**src/rtl/mem_bridge.sv**
```systemverilog
// mem_bridge
// ----------
// Bridges an upstream request/response port to a memory port. Requests pass
// through a small FIFO, so nothing on up_req_* reaches mem_req_* in the same
// cycle. Memory responses collect in a response FIFO before they go back
// upstream.
//
// The number of response-expecting requests that can be in flight is limited
// by credits. A read is always response-expecting. A write is
// response-expecting only when WRITE_RESP=1. The bridge issues such a request
// only while outstanding + response-FIFO occupancy < RESP_DEPTH. Because of
// this, every answer the memory returns has a guaranteed slot in the response
// FIFO.
//
// Handshake semantics (every channel): a transfer happens on a rising clk edge
// where valid and ready are both 1. A source that raises valid holds valid and
// its payload stable until that transfer.
//
// Ports
//   clk, rst              : clock (rising edge); asynchronous active-low reset
//   up_req_*              : upstream request (addr/we/data/be, valid/ready)
//   up_resp_*             : upstream response (data, valid/ready)
//   mem_req_*             : memory request (addr/we/data/be, valid/ready)
//   mem_resp_*            : memory response (data, valid/ready)
//   outstanding           : issued response-expecting requests not yet answered
//   err                   : sticky flag; set when a response arrives with
//                           nothing outstanding

module mem_bridge #(
  parameter int ADDR_WIDTH = 32,
  parameter int DATA_WIDTH = 32,
  parameter int REQ_DEPTH  = 2,
  parameter int RESP_DEPTH = 4,
  parameter int WRITE_RESP = 0
) (
  input  logic                          clk,
  input  logic                          rst,

  input  logic [ADDR_WIDTH-1:0]         up_req_addr,
  input  logic                          up_req_we,
  input  logic [DATA_WIDTH-1:0]         up_req_data,
  input  logic [DATA_WIDTH/8-1:0]       up_req_be,
  input  logic                          up_req_valid,
  output logic                          up_req_ready,

  output logic [DATA_WIDTH-1:0]         up_resp_data,
  output logic                          up_resp_valid,
  input  logic                          up_resp_ready,

  output logic [ADDR_WIDTH-1:0]         mem_req_addr,
  output logic                          mem_req_we,
  output logic [DATA_WIDTH-1:0]         mem_req_data,
  output logic [DATA_WIDTH/8-1:0]       mem_req_be,
  output logic                          mem_req_valid,
  input  logic                          mem_req_ready,

  input  logic [DATA_WIDTH-1:0]         mem_resp_data,
  input  logic                          mem_resp_valid,
  output logic                          mem_resp_ready,

  output logic [$clog2(RESP_DEPTH):0]   outstanding,
  output logic                          err
);

  localparam int BE_W  = DATA_WIDTH / 8;
  localparam int QA    = $clog2(REQ_DEPTH);
  localparam int SA    = $clog2(RESP_DEPTH);
  localparam int OW    = SA + 1;
  localparam int SUM_W = OW + 1;

  localparam logic [QA:0]      Q_ONE        = (QA+1)'(1);
  localparam logic [SA:0]      S_ONE        = (SA+1)'(1);
  localparam logic [OW-1:0]    O_ONE        = OW'(1);
  localparam logic [SUM_W-1:0] CREDIT_LIMIT = SUM_W'(RESP_DEPTH);

  // ---------------------------------------------------------------------------
  // Request FIFO
  // The pointers carry one extra wrap bit. With that bit, full and empty can
  // be told apart without a separate counter.
  // ---------------------------------------------------------------------------
  logic [QA:0]            q_wr_ptr;
  logic [QA:0]            q_rd_ptr;
  logic [ADDR_WIDTH-1:0]  q_addr [REQ_DEPTH];
  logic                   q_we   [REQ_DEPTH];
  logic [DATA_WIDTH-1:0]  q_data [REQ_DEPTH];
  logic [BE_W-1:0]        q_be   [REQ_DEPTH];

  logic q_empty;
  logic q_full;
  logic q_push;
  logic q_pop;
  logic head_rx;
  logic credit_ok;
  logic issue_rx;

  assign q_empty = (q_wr_ptr == q_rd_ptr);
  assign q_full  = (q_wr_ptr[QA] != q_rd_ptr[QA]) &&
                   (q_wr_ptr[QA-1:0] == q_rd_ptr[QA-1:0]);

  // Ready depends only on fullness, not on a same-cycle pop. A full FIFO
  // therefore never accepts a push, even while it is draining.
  assign up_req_ready = rst & ~q_full;
  assign q_push       = up_req_valid & up_req_ready;

  assign mem_req_addr = q_addr[q_rd_ptr[QA-1:0]];
  assign mem_req_we   = q_we[q_rd_ptr[QA-1:0]];
  assign mem_req_data = q_data[q_rd_ptr[QA-1:0]];
  assign mem_req_be   = q_be[q_rd_ptr[QA-1:0]];

  assign head_rx = mem_req_we ? (WRITE_RESP != 0) : 1'b1;

  // ---------------------------------------------------------------------------
  // Response FIFO
  // ---------------------------------------------------------------------------
  logic [SA:0]            s_wr_ptr;
  logic [SA:0]            s_rd_ptr;
  logic [DATA_WIDTH-1:0]  s_data [RESP_DEPTH];
  logic [OW-1:0]          s_count;

  logic s_empty;
  logic s_full;
  logic s_push;
  logic s_pop;
  logic resp_xfer;
  logic resp_ok;
  logic resp_stray;

  assign s_empty = (s_wr_ptr == s_rd_ptr);
  assign s_full  = (s_wr_ptr[SA] != s_rd_ptr[SA]) &&
                   (s_wr_ptr[SA-1:0] == s_rd_ptr[SA-1:0]);
  assign s_count = s_wr_ptr - s_rd_ptr;

  assign mem_resp_ready = rst & ~s_full;
  assign resp_xfer      = mem_resp_valid & mem_resp_ready;
  // A response with nothing outstanding has no request to answer. It is
  // dropped and flagged instead of being queued.
  assign resp_ok        = resp_xfer & (outstanding != '0);
  assign resp_stray     = resp_xfer & (outstanding == '0);
  assign s_push         = resp_ok;

  assign up_resp_valid  = rst & ~s_empty;
  assign up_resp_data   = s_data[s_rd_ptr[SA-1:0]];
  assign s_pop          = up_resp_valid & up_resp_ready;

  // ---------------------------------------------------------------------------
  // Credit check and issue
  // Once the head is offered, the check cannot fall back to 0 before the
  // transfer. A returning response moves one unit from outstanding into the
  // FIFO occupancy, so the sum stays the same. An upstream pop only lowers
  // the sum. This keeps mem_req_valid stable while the head waits.
  // ---------------------------------------------------------------------------
  assign credit_ok     = ({1'b0, outstanding} + {1'b0, s_count}) < CREDIT_LIMIT;
  assign mem_req_valid = rst & ~q_empty & (~head_rx | credit_ok);
  assign q_pop         = mem_req_valid & mem_req_ready;
  assign issue_rx      = q_pop & head_rx;

  // ---------------------------------------------------------------------------
  // Storage arrays. They are not reset; the pointers alone define validity.
  // ---------------------------------------------------------------------------
  always_ff @(posedge clk) begin
    if (q_push) begin
      q_addr[q_wr_ptr[QA-1:0]] <= up_req_addr;
      q_we[q_wr_ptr[QA-1:0]]   <= up_req_we;
      q_data[q_wr_ptr[QA-1:0]] <= up_req_data;
      q_be[q_wr_ptr[QA-1:0]]   <= up_req_be;
    end
    if (s_push) begin
      s_data[s_wr_ptr[SA-1:0]] <= mem_resp_data;
    end
  end

  // ---------------------------------------------------------------------------
  // Pointers, outstanding counter and error flag
  // ---------------------------------------------------------------------------
  always_ff @(posedge clk or negedge rst) begin
    if (!rst) begin
      q_wr_ptr    <= '0;
      q_rd_ptr    <= '0;
      s_wr_ptr    <= '0;
      s_rd_ptr    <= '0;
      outstanding <= '0;
      err         <= 1'b0;
    end else begin
      if (q_push) q_wr_ptr <= q_wr_ptr + Q_ONE;
      if (q_pop)  q_rd_ptr <= q_rd_ptr + Q_ONE;
      if (s_push) s_wr_ptr <= s_wr_ptr + S_ONE;
      if (s_pop)  s_rd_ptr <= s_rd_ptr + S_ONE;

      // An issue and an answer in the same cycle cancel each other out.
      case ({issue_rx, resp_ok})
        2'b10:   outstanding <= outstanding + O_ONE;
        2'b01:   outstanding <= outstanding - O_ONE;
        default: outstanding <= outstanding;
      endcase

      if (resp_stray) err <= 1'b1;
    end
  end

endmodule

```
**config.mk**
```make
export PLATFORM = sky130hd
export DESIGN_NAME = mem_bridge
export DESIGN_NICKNAME = d
export VERILOG_FILES = /design/src/rtl/mem_bridge.sv
export SDC_FILE = /design/constraint.sdc
export NUM_CORES = 1
export LEC_CHECK = 0
export ABC_CLOCK_PERIOD_IN_PS = 7400
export CAP_MARGIN = 20
export CORE_MARGIN = 3
export CORE_UTILIZATION = 53
export CTS_CLUSTER_SIZE = 14
export DETAILED_ROUTE_END_ITERATION = 16
export PLACE_DENSITY = 0.84
export SETUP_SLACK_MARGIN = 0.2
export SLEW_MARGIN = 20
export SYNTH_ARGS = -nofsm -noshare
export SYNTH_HDL_FRONTEND = slang
export SYNTH_SLANG_ARGS = --single-unit
```
**constraint.sdc**
```tcl
create_clock -name clk -period 7.4 [get_ports clk]
set_input_delay 1.11 -clock clk [delete_from_list [all_inputs] [get_ports clk]]
set_output_delay 1.11 -clock clk [all_outputs]
set_load 0.05 [all_outputs]
```
[Word-level counts from Yosys, hierarchy flattened]
Memory sizes are Yosys's and may differ from the RTL's.
Index checks and enable logic that the tools add are counted.
Operators by class
  bitwise gates (word level): 17
  multiplexer cells: 6
  add/subtract/negate cells: 8
  reductions and logical operators: 5
  magnitude comparators: 1
  equality and inequality tests: 8
Operators with widths (number)
  AND 1 bit: 12
  adder 3 x 1 -> 3 bit, second input constant: 3
  case mux 3 bit (2 select lines): 1
  2-to-1 mux 1 bit: 5
  adder 2 x 1 -> 2 bit, second input constant: 2
  adder 3 x 3 -> 4 bit: 1
  == test 2 bit: 2
  less-than comparator 4 x 3 -> 1 bit, second input constant: 1
  inverter 1 bit: 4
  == test 3 bit: 1
  logical NOT 3 bit: 1
  nonzero test 3 bit: 1
  subtractor 3 x 1 -> 3 bit, second input constant: 1
  subtractor 3 bit: 1
  == test 2 x 1 -> 1 bit, second input constant: 1
  == test 2 bit, second input constant: 1
  logical AND 1 bit: 2
  inequality test 1 bit: 2
  nonzero test 2 bit: 1
  == test 1 bit: 1
  bitwise OR 1 bit: 1
Word-level totals
  bits in registers: 14
  RAM bits: 266
  logic and storage cells: 56
  memories: 5
  output and inout port bits: 109
Memory list
  s_data: depth 4, bits a word 32, read ports 1, clocked after memory_dff 0, wr ports 1, line 117  | logic [DATA_WIDTH-1:0] s_data [RESP_DEPTH];
  q_addr: depth 2, bits a word 32, read ports 1, clocked after memory_dff 0, wr ports 1, line 83  | logic [ADDR_WIDTH-1:0] q_addr [REQ_DEPTH];
  q_data: depth 2, bits a word 32, read ports 1, clocked after memory_dff 0, wr ports 1, line 85  | logic [DATA_WIDTH-1:0] q_data [REQ_DEPTH];
  q_be: depth 2, bits a word 4, read ports 1, clocked after memory_dff 0, wr ports 1, line 86  | logic [BE_W-1:0] q_be [REQ_DEPTH];
  q_we: depth 2, bits a word 1, read ports 1, clocked after memory_dff 0, wr ports 1, line 84  | logic q_we [REQ_DEPTH];

[Logic depth before layout (Yosys ltp)]
Gate-level depths: netlist of the first run.
  word-level depth: 9
  gate-level depth with buffers: 14
  gate-level depth less buffers: 14

[Least setup slack after synthesis of the first run]
OpenSTA, ideal clock, no wires.
  path kind: input -> register
  start point: input rst
  end point: memory q_addr[0][0], enable pin
  setup slack: 2.167 ns
  stages: 4
  data arrival time: 4.736 ns
  setup time: 0.497 ns
  cell sequence: inv_1 -> a21oi_2 -> nand2_1 -> nor2_1
Between the ends
  longest elaborated chain between the ends: 4
RTL lines
  start, declared: line 37  | input logic rst,
  AND 1 bit: line 102  | assign up_req_ready = rst & ~q_full;
  via up_req_ready: line 44  | output logic up_req_ready,
  AND 1 bit: line 103  | assign q_push = up_req_valid & up_req_ready;
  2-to-1 mux 1 bit: line 161  | if (q_push) begin
  2-to-1 mux 1 bit (not written as such): line 162  | q_addr[q_wr_ptr[QA-1:0]] <= up_req_addr;
  end, declared: line 83
The timed path passes the listed nets, and every way through them passes these cells.

[Final worst setup path of the first run]
  start point: input rst
  end point: output mem_req_valid
Between the ends
  longest elaborated chain between the ends: 2
RTL lines
  AND 1 bit (2 in a row): line 153  | assign mem_req_valid = rst & ~q_empty & (~head_rx | credit_ok);
  end, declared: line 54  | output logic mem_req_valid,
Every way passes these cells.

==> results of run 1 <==
-- logic make-up after synthesis --
kind of cell | after synthesis | share of synthesized area (%)
xor gates and xnor gates | 16 | 1.41
and+or+nand+nor | 19 | 1.06
muxes | 103 | 14.5
buffers and inverters | 25 | 1.07
AOI/OAI and AO/OA | 9 | 0.764
adders and majority gates | 12 | 1.58
DFF | 280 | 79.6
-- worst max-delay path, stage by stage --
cell and delay (ns):
clkdlybuf4s50_1 0.95, inv_1 0.18, a21oi_1 0.30, and2_1 0.18
clkdlybuf4s50_1 0.80
-- flip-flops by register name (all words and copies together) (netlist names) --
signal	count
s_data	128
q_addr	64
q_data	64
q_be	8
outstanding	3
s_rd_ptr	3
s_wr_ptr	3
q_rd_ptr	2
q_we	2
q_wr_ptr	2
err	1
-- final timing paths --
kind	cells past startpoint	to
setup reg to reg	5	q_data[1][1]
setup / recovery	5	mem_req_valid
max in group asynchronous	1	q_rd_ptr[0]
hold reg to reg	1	err
min in group asynchronous	1	q_rd_ptr[1]
hold / removal	1	err
-- cell type report --
| class | instances | area, um^2 |
|---|---|---|
| multi-input cells | 159 | 2030 |
| fillers | 1113 | 5220 |
| clock inverters | 16 | 175 |
| well taps | 260 | 325 |
| flip-flops and latches | 280 | 8340 |
| inverters | 9 | 33.8 |
| repair buffers | 220 | 2190 |
| clock buffers | 36 | 762 |
-- cell usage in the layout (no fill, tap or decap), drive strengths merged, types with 4 or more instances in the layout --
cell             n
inv             10
clkbuf          36
xnor2           10
and2             5
dfrtp           14
nand2            4
clkinv          11
xor2             6
buf              5
mux4            32
mux2            69
bufinv           4
ha              10
edfxtp         266
clkdlybuf4s50  215
-- power by group --
part	internal [mW]	switching, mW
Clock	0.863	0.552
Combinational	0.958	1.64
Sequential	2.01	0.0874
Total	3.83	2.28
-- routing by layer --
metal,track usage (%),up-vias,wire length [um]
li1,-,2345,-
met1,25.7,2642,8290
met4,4.19,2,289
met5,0,-,13
met2,32.3,248,10400
met3,6.98,24,2150
-- metrics by stage --
stage | utilization [%] | cells | total power, mW | hold WS [ns] | cell area (um^2)
after floorplan | - | 464 | 3.96 | 0.496 | 10500
after global placement | 67.7 | 928 | 4.69 | 0.451 | 12900
after detailed placement | 67.7 | 928 | 4.74 | 0.460 | 12900
after CTS | 72.6 | 980 | 6.18 | 0.479 | 13900
after global routing | 72.6 | 980 | 6.36 | 0.505 | 13900
final | 72.6 | 980 | 6.11 | 0.473 | 13900
==> reports/results.ini, run 1 <==
[run_status]
status = finished, final reports clean

[detailed_routing]
dr_total_vias = 5261
drt_iter0_markers = 288
post_route_wl_um = 21200
viasPerCell = 5.37
antenna_violating_nets_post_route = 0
drt-pass1-iter-count = 4
detail_route.drc_violations = 0
routed_wire_length_per_instance_um = 21.6

[global_routing]
grt_total_ovfl = 0
antenna_found_initial = 1
grt_max_degree = 73
grt_pass1_vias = 5751
grt_first_pass_wirelength_um = 32800
overall_track_demand_over_capacity_in_global_routing_pct = 19.7

[yosys]
syn-cell-area_um2 = 10500
ys_seq_area_share_pct = 79.6
postSynthAreaPerCell_um2 = 22.6
post-synth-top-area-fraction_pct = 76.2
ys_async_sr_fraction_pct = 5.00
ys_ff_latch = 280
synth_top_cells_by_area = edfxtp_1 (76%), mux2_2 (7.3%), mux4_2 (6.9%), dfrtp_1 (3.3%), ha_1 (1.2%)
synth_enable_flop_cells = 266
synth_most_common_cell = edfxtp_1
synth_area_leader_cell = edfxtp_1
post_synth_num_cell_types = 37
syn-num-nets = 583
postSynthCellCount = 464
synth_ff_type = edfxtp_1
ys.warnings.count = 0
post_synth_most_frequent_cells = edfxtp_1 (266), mux2_2 (68), mux4_2 (32)

[pwr]
leakagePower_nw = 4.65
pwr_density_cell_nw_per_um2 = 441
vdd_ir_drop_max_mv = 0.433

[clock_network]
clk-insertion-delay-late_ns = 0.52
tritoncts = done
cts_root_buffer = clkbuf_16
number_of_buffers_added_by_the_clock_tree_synthesis_step = 28
htree_num_levels = 1
cts_setup_buffers = 0
cts_num_sinks = 280
cts_max_path_buffers = 3
postCtsResizedCells = 0
cts_hold_buf = 0
worst_setup_hold_path_clk_slew_ns = 0.06

[floorplanning]
floorplan.io_pins = 216
dieHeight_um = 147
fp-row-count = 50
chipWidth_um = 147
coreArea_um2 = 19100
total_die_area_um2 = 21500
initial_utilization_pct = 54.9

[sta]
max_freq_ghz = 0.216
fin_crit_ns = 4.64
slew-limit-headroom_pct = 36.7
post-route-period-util_pct = 62.7
pins_over_their_slew_limit = 0
totalNegativeSetupSlack_ns = 0
finalWorstSetupSlack_ns = 2.76
final-setup-viol-count = 0
timing_hold_violations_final = 0
clock_skew_ns = 0.0102
grt_setup_unrepaired = false
worst_pin_slew_ns = 0.949

[final_layout]
design.final.nets = 817
antenna_cells_inserted = 0
proportion_of_layout_cells_with_a_drive_suffix_above_1_pct = 22.2
area_delta_synth_final_pct = 32.3

[placed_design]
dp_hpwl_um = 13100
dpl_worst_slack_ns = 2.77
gpl.final_weighted_congestion = 0.779
io_buffer_count = 215

[min_path]
timing.hold.worst.start = err
min-delay-path-class = reg -> reg

[worst_setup_path]
critical_path_class = in -> out
cp-startpoint = rst
reg2reg_from = q_rd_ptr[0]
timing.critical_path.arrival_ns = 3.53
timing.critical_path.required_ns = 6.29
worstSetupStartpointType = primary input
setup.reg_to_reg.worst_slack_ns = 4.32
critPathCaptureType = primary output
worst-path-max-fanout = 17

[flow_run]
maxCapViolations = 0

Note: power is estimated with default switching activity, not from simulation.
==> run 2, diff against run 1 <==
--- a/config.mk
+++ b/config.mk
@@ -5,13 +5,13 @@
 export SDC_FILE = /design/constraint.sdc
 export NUM_CORES = 1
 export LEC_CHECK = 0
-export ABC_CLOCK_PERIOD_IN_PS = 7400
+export ABC_CLOCK_PERIOD_IN_PS = 4600
 export CAP_MARGIN = 20
 export CORE_MARGIN = 3
-export CORE_UTILIZATION = 53
+export CORE_UTILIZATION = 51
 export CTS_CLUSTER_SIZE = 14
 export DETAILED_ROUTE_END_ITERATION = 16
-export PLACE_DENSITY = 0.84
+export PLACE_DENSITY = 0.82
 export SETUP_SLACK_MARGIN = 0.2
 export SLEW_MARGIN = 20
 export SYNTH_ARGS = -nofsm -noshare
==> constraint.sdc (replaced) <==
create_clock -name clk -period 4.6 [get_ports clk]
set_input_delay 0.69 -clock clk [delete_from_list [all_inputs] [get_ports clk]]
set_output_delay 0.69 -clock clk [all_outputs]
set_load 0.05 [all_outputs]
==> reports/results.ini, run 2 (synthesis gave the netlist of run 1 again) <==
[run_status]
status = finished, final reports clean  ; unchanged

[final_layout]
layout.cells.most_common = edfxtp_1  ; unchanged
area_delta_synth_final_pct = 32.4  ; was 32.3%
n_fill_cell = 1179  ; was 1113
proportion_of_layout_cells_with_a_drive_suffix_above_1_pct = 22.9  ; was 22.2%
multiInputGateArea_um2 = 2030  ; unchanged
area.sequential_um2 = 8340  ; unchanged
layout_common_cells = edfxtp_1 (266), clkdlybuf4s50_1 (214), mux2_2 (68)  ; was edfxtp_1 (266), clkdlybuf4s50_1 (215), mux2_2 (68)
design.final.nets = 819  ; was 817
layout.cell_area.non_filler_um2 = 13900  ; about the same
antenna_cells_inserted = 0  ; unchanged
largest_register_ff_count = 128  ; unchanged

[worst_setup_path]
worstSetupStartpointType = flip-flop  ; was primary input
critical_path.reg2reg.endpoint = outstanding[2]  ; was q_data[1][1]
cp_slowest_cell = o41ai_2  ; was clkdlybuf4s50_1
timing.critical_path.slowest_cell_delay_ns = 0.46  ; was 0.95 ns
setup.reg_to_reg.worst_slack_ns = 1.54  ; was 4.32 ns
worst_setup_path_endpoint = mem_req_valid  ; unchanged
worst-path-max-fanout = 4  ; was 17
critical_path_class = reg -> out  ; was in -> out
critPathCaptureType = primary output  ; unchanged
cp_cell_sequence = inv_1, ha_1, inv_1, fa_1, xnor2_1, ha_1, o41ai_2, and2_1, buf_12  ; was clkdlybuf4s50_1, inv_1, a21oi_1, and2_1, clkdlybuf4s50_1
reg2reg_from = s_wr_ptr[0]  ; was q_rd_ptr[0]
worst-r2r-cell-count = 14  ; was 5
cp-startpoint = s_wr_ptr[0]  ; was rst
timing.critical_path.arrival_ns = 3.02  ; was 3.53 ns
timing.critical_path.required_ns = 3.91  ; was 6.29 ns

[floorplanning]
initial_utilization_pct = 52.8  ; was 54.9%
fp-row-count = 51  ; was 50
total_die_area_um2 = 22300  ; was 21500 um^2
dieHeight_um = 149  ; was 147 um
coreArea_um2 = 19800  ; was 19100 um^2
floorplan.io_pins = 216  ; unchanged
chipWidth_um = 149  ; was 147 um

[sta]
grt_setup_unrepaired = false  ; unchanged
max_freq_ghz = 0.270
clock_skew_ns = 0.0115  ; was 0.0102 ns
worst_pin_slew_ns = 0.921  ; was 0.949 ns
post-route-period-util_pct = 80.6
timing_hold_violations_final = 0  ; unchanged
final-setup-viol-count = 0  ; unchanged
slew-limit-headroom_pct = 38.6  ; was 36.7%
pins_over_their_slew_limit = 0  ; unchanged
totalNegativeSetupSlack_ns = 0  ; unchanged
fin_crit_ns = 3.71

[placed_design]
dpl_cell_area_um2 = 13000  ; was 12900 um^2
gpl.final_weighted_congestion = 0.797  ; was 0.779
io_buffer_count = 215  ; unchanged
dp_hpwl_um = 13500  ; was 13100 um

[detailed_routing]
viasPerCell = 5.34  ; was 5.37
drt-pass1-iter-count = 4  ; unchanged
post_route_wl_um = 21100  ; was 21200 um
antenna_violating_nets_post_route = 0  ; unchanged
detail_route.drc_violations = 0  ; unchanged
dr_total_vias = 5267  ; was 5261
drt_iter0_markers = 223  ; was 288
routed_wire_length_per_instance_um = 21.4  ; was 21.6 um

[clock_network]
number_of_buffers_added_by_the_clock_tree_synthesis_step = 28  ; unchanged
tritoncts = done  ; unchanged
htree_num_levels = 1  ; unchanged
cts_root_buffer = clkbuf_16  ; unchanged
clk-insertion-delay-late_ns = 0.52  ; about the same
cts_max_path_buffers = 3  ; unchanged
worst_setup_hold_path_clk_slew_ns = 0.06  ; about the same
cts_num_sinks = 280  ; unchanged
cts_setup_buffers = 0  ; unchanged
cts_hold_buf = 0  ; unchanged
postCtsResizedCells = 0  ; unchanged

[pwr]
leakagePower_nw = 4.66  ; was 4.65 nW
pwr_density_cell_nw_per_um2 = 708  ; was 441 nW/um^2
vdd_ir_drop_max_mv = 0.531  ; was 0.433 mV

[global_routing]
grt_total_ovfl = 0  ; unchanged
overall_track_demand_over_capacity_in_global_routing_pct = 19.1  ; was 19.7%
grt_first_pass_wirelength_um = 32900  ; was 32800 um
antenna_found_initial = 0  ; was 1
grt_pass1_vias = 5844  ; was 5751
grt_max_degree = 70  ; was 73

[min_path]
min-delay-path-class = in -> async  ; was reg -> reg

[flow_run]
maxCapViolations = 0  ; unchanged

-- run 2: area by class of cell --
type,count,share of cell area (%)
Multi-Input combinational cell,159,14.7
Timing Repair Buffer,222,16.1
Sequential cell,280,60.1
Clock inverter,18,1.15
Tap cell,265,2.39
Clock buffer,34,5.37
Inverter,9,0.244
-- run 2: through the flow --
stage                     instances  power [mW]  worst slack, ns  hold slack, ns  util, %
final                           987        9.82            0.891           0.469     69.9
after global routing            987        10.2            0.729           0.474     69.9
after CTS                       987        9.93            0.875           0.456     69.9
after detailed placement        935        7.69             1.15           0.472     65.3
after global placement          935        7.60             1.27           0.468     65.3
after floorplan                 464        6.36            0.928           0.394        -
-- run 2: worst min path at each step --
| stage | start | end | slack [ns] | cells past startpoint |
|---|---|---|---|---|
| after CTS | rst | q_rd_ptr[1] | 0.46 | 1 |
| after floorplan | rst | err | 0.39 | 0 |
| after global routing | rst | q_rd_ptr[1] | 0.47 | 1 |
| final | rst | q_rd_ptr[1] | 0.47 | 1 |
| after detailed placement | err | err | 0.47 | 1 |
| after global placement | err | err | 0.47 | 1 |
-- run 2: critical path: cells and delay by family (launching register included) --
| family | cells | cell delay (ns) |
|---|---|---|
| adder cells (fa/ha/maj) | 3 | 0.83 |
| AO/OA/AOI/OAI | 1 | 0.46 |
| flip-flops | 1 | 0.40 |
| buffers and inverters | 3 | 0.36 |
| AND/OR/NAND/NOR | 1 | 0.25 |
| XOR/XNOR | 1 | 0.19 |
-- run 2: where the power goes --
part	internal (mW)	switching, mW	total [mW]
logic	1.57	2.62	4.19
clock network	1.31	0.894	2.21
registers	3.23	0.198	3.43
total	6.11	3.71	9.82
-- run 2: layer usage --
metal	up-vias	share of wire, %	global-route usage (%)
met1	2657	40	25.7
met3	27	12	7.84
met5	-	0	0
met4	0	1.4	3.94
li1	2348	-	-
met2	235	47	30.0
==> run 3, diff against run 2 <==
--- a/config.mk
+++ b/config.mk
@@ -5,7 +5,7 @@
 export SDC_FILE = /design/constraint.sdc
 export NUM_CORES = 1
 export LEC_CHECK = 0
-export ABC_CLOCK_PERIOD_IN_PS = 4600
+export ABC_CLOCK_PERIOD_IN_PS = 3600
 export CAP_MARGIN = 20
 export CORE_MARGIN = 3
 export CORE_UTILIZATION = 51
==> constraint.sdc (replaced) <==
create_clock -name clk -period 3.6 [get_ports clk]
set_input_delay 0.54 -clock clk [delete_from_list [all_inputs] [get_ports clk]]
set_output_delay 0.54 -clock clk [all_outputs]
set_load 0.05 [all_outputs]
==> reports/results.ini, run 3 (synthesis gave the netlist of run 1 again) <==
[final_layout]
proportion_of_layout_cells_with_a_drive_suffix_above_1_pct = 25.0  ; was 22.9%
design.final.nets = 827  ; was 819
antenna_cells_inserted = 0  ; unchanged
layout_common_cells = edfxtp_1 (266), clkdlybuf4s50_1 (211), mux2_2 (68)  ; was edfxtp_1 (266), clkdlybuf4s50_1 (214), mux2_2 (68)
largest_register_ff_count = 128  ; unchanged
area_delta_synth_final_pct = 33.9  ; was 32.4%
layout.core_utilization_pct = 70.7  ; was 69.9%
layout.cells.most_common = edfxtp_1  ; unchanged

[pwr]
p_sw_share_pct = 37.5  ; was 37.8%
leakagePower_nw = 4.73  ; was 4.66 nW
comb_power_share_pct = 43.1  ; was 42.6%
p_int_mw = 8.02  ; was 6.11 mW
clock_power_share_pct = 23.2  ; was 22.5%
pwr_density_cell_nw_per_um2 = 915  ; was 708 nW/um^2
p_switching_mw = 4.82  ; was 3.71 mW
share_seq_of_total_power_pct = 33.8  ; was 34.9%
vdd_ir_drop_max_mv = 0.843  ; was 0.531 mV

[placed_design]
dp_hpwl_um = 13700  ; was 13500 um
io_buffer_count = 215  ; unchanged
gpl.final_weighted_congestion = 0.782  ; was 0.797

[clock_network]
htree_num_levels = 1  ; unchanged
worst_setup_hold_path_clk_slew_ns = 0.06  ; about the same
number_of_buffers_added_by_the_clock_tree_synthesis_step = 30  ; was 28
cts_root_buffer = clkbuf_16  ; unchanged
clk-insertion-delay-late_ns = 0.53  ; was 0.52 ns
tritoncts = done  ; unchanged
cts_num_sinks = 280  ; unchanged
cts_max_path_buffers = 3  ; unchanged
cts_hold_buf = 0  ; unchanged

[global_routing]
gr-usage-met3_pct = 6.32  ; was 7.84%
antenna_found_initial = 1  ; was 0
grt_first_pass_wirelength_um = 32200  ; was 32900 um
overall_track_demand_over_capacity_in_global_routing_pct = 18.5  ; was 19.1%
gr-max-usage-layer = met2  ; unchanged
grt_pass1_vias = 5859  ; was 5844
grtUsageMet1_pct = 24.3  ; was 25.7%
grt_total_ovfl = 0  ; unchanged
grtUsageMet2_pct = 30.6  ; was 30.0%
grt_max_degree = 70  ; unchanged

[detailed_routing]
drt-pass1-iter-count = 4  ; unchanged
detail_route.drc_violations = 0  ; unchanged
drt_iter0_markers = 234  ; was 223
antenna_violating_nets_post_route = 0  ; unchanged
routed_wire_length_per_instance_um = 20.8  ; was 21.4 um
post_route_wl_um = 20700  ; was 21100 um
viasPerCell = 5.29  ; was 5.34
dr_total_vias = 5276  ; was 5267

[flow_run]
maxCapViolations = 0  ; unchanged

[floorplanning]
initial_utilization_pct = 52.8  ; unchanged
chipWidth_um = 149  ; unchanged
floorplan.io_pins = 216  ; unchanged
total_die_area_um2 = 22300  ; unchanged
coreArea_um2 = 19800  ; unchanged
fp-row-count = 51  ; unchanged
dieHeight_um = 149  ; unchanged

[worst_setup_path]
crit_path_frequent_cell = ha_1
worst-path-max-fanout = 2  ; was 4
timing.critical_path.required_ns = 3.06  ; was 3.91 ns
timing.critical_path.arrival_ns = 2.75  ; was 3.02 ns
cp_cell_sequence = inv_2, ha_1, inv_1, fa_2, xnor2_1, ha_1, o41ai_4, and2_4, buf_12  ; was inv_1, ha_1, inv_1, fa_1, xnor2_1, ha_1, o41ai_2, and2_1, buf_12
worstSetupStartpointType = flip-flop  ; unchanged
critPathCaptureType = primary output  ; unchanged
critical_path_class = reg -> out  ; unchanged
worst-r2r-cell-count = 15  ; was 14
cp_num_buf_inv = 3  ; unchanged
timing.critical_path.slowest_cell_delay_ns = 0.39  ; was 0.46 ns
setup.reg_to_reg.worst_slack_ns = 0.54  ; was 1.54 ns
reg2reg_from = s_wr_ptr[0]  ; unchanged
critical_path.reg2reg.endpoint = outstanding[2]  ; unchanged
cp-startpoint = s_wr_ptr[0]  ; unchanged
timing.critical_path.max_delay_family = adder cells  ; unchanged
cp_slowest_cell = dfrtp_1  ; was o41ai_2

[sta]
worst_pin_slew_ns = 0.859  ; was 0.921 ns
hold_slack_ns = 0.390  ; was 0.469 ns
max_freq_ghz = 0.304
totalNegativeSetupSlack_ns = 0  ; unchanged
final-setup-viol-count = 0  ; unchanged
grt_setup_unrepaired = false  ; unchanged
slew-limit-headroom_pct = 42.7  ; was 38.6%
timing_hold_violations_final = 0  ; unchanged
post-route-period-util_pct = 91.5
clock_skew_ns = 0.0119  ; was 0.0115 ns
fin_crit_ns = 3.29
pins_over_their_slew_limit = 0  ; unchanged

[min_path]
min-delay-path-class = in -> async  ; unchanged

[run_status]
status = finished, final reports clean  ; unchanged

[run 3: cell count changes in the layout (fill, tap and decap cells not counted), moves of 2 or more]
cell | previous run | this run
clkbuf_16 | 29 | 31
clkinv_2 | 8 | 6
buf_4 | 6 | 13
clkdlybuf4s50_1 | 214 | 211
clkbuf_1 | 5 | 3
clkinvlp_4 | 1 | 3
[run 3: how the worst max path moves through the flow]
stage                                 to  slack, ns  cells past startpoint
after floorplan            mem_req_valid       0.43                      8
after global placement    outstanding[2]       0.76                     14
after detailed placement  outstanding[2]       0.52                     14
after CTS                  mem_req_valid       0.21                      8
after global routing       mem_req_valid       0.22                      9
final                      mem_req_valid       0.31                      9
[run 3: timing repair]
| item | CTS | global route |
|---|---|---|
| gates cloned | 0 | 0 |
| resized for setup | 5 | 1 |
| pin swaps | 1 | 2 |
| setup endpoints to repair | 2 | 1 |
| setup buffers | 3 | 1 |
[run 3: area by class of cell]
class	count	area, um^2
multi-input cells	159	2050
well taps	265	332
clock inverters	22	198
inverters	9	33.8
fillers	1170	5820
flip-flops and latches	280	8340
repair buffers	228	2280
clock buffers	34	787
[run 3: worst register-to-register path, stage by stage, from the launching register on]
cell and delay (ns):
dfrtp_1 0.39, inv_2 0.07, ha_1 0.15, inv_1 0.06, fa_2 0.33, xnor2_1 0.15
ha_1 0.36, buf_4 0.15, nor4_1 0.29, nand4_1 0.14, ha_1 0.24, inv_1 0.09
fa_1 0.19, xor2_1 0.14, nor2_1 0.06, xor2_1 0.14
[run 3: through the flow]
step / setup slack [ns] / power (mW) / instances / area, um^2
finish: 0.307 / 12.8 / 997 / 14000
global route: 0.215 / 13.3 / 997 / 14000
CTS: 0.213 / 12.9 / 996 / 14000
detailed placement: 0.524 / 9.84 / 937 / 13000
global placement: 0.762 / 9.70 / 937 / 13000
floorplan: 0.431 / 8.12 / 464 / 10500
[run 3: layer usage]
metal  vias up  wire (um)
li1       2366          -
met1      2643       8180
met2       237      10200
met5         -         13
met4         2        322
met3        28       1990
[run 3: power by group through the flow]
stage	sequential, mW	combinational (mW)	clock [mW]
final	4.34	5.53	2.97
after global routing	4.38	5.80	3.16
after CTS	4.34	5.54	3.03
after detailed placement	4.41	5.43	0
after global placement	4.36	5.34	0
after floorplan	4.39	3.73	0
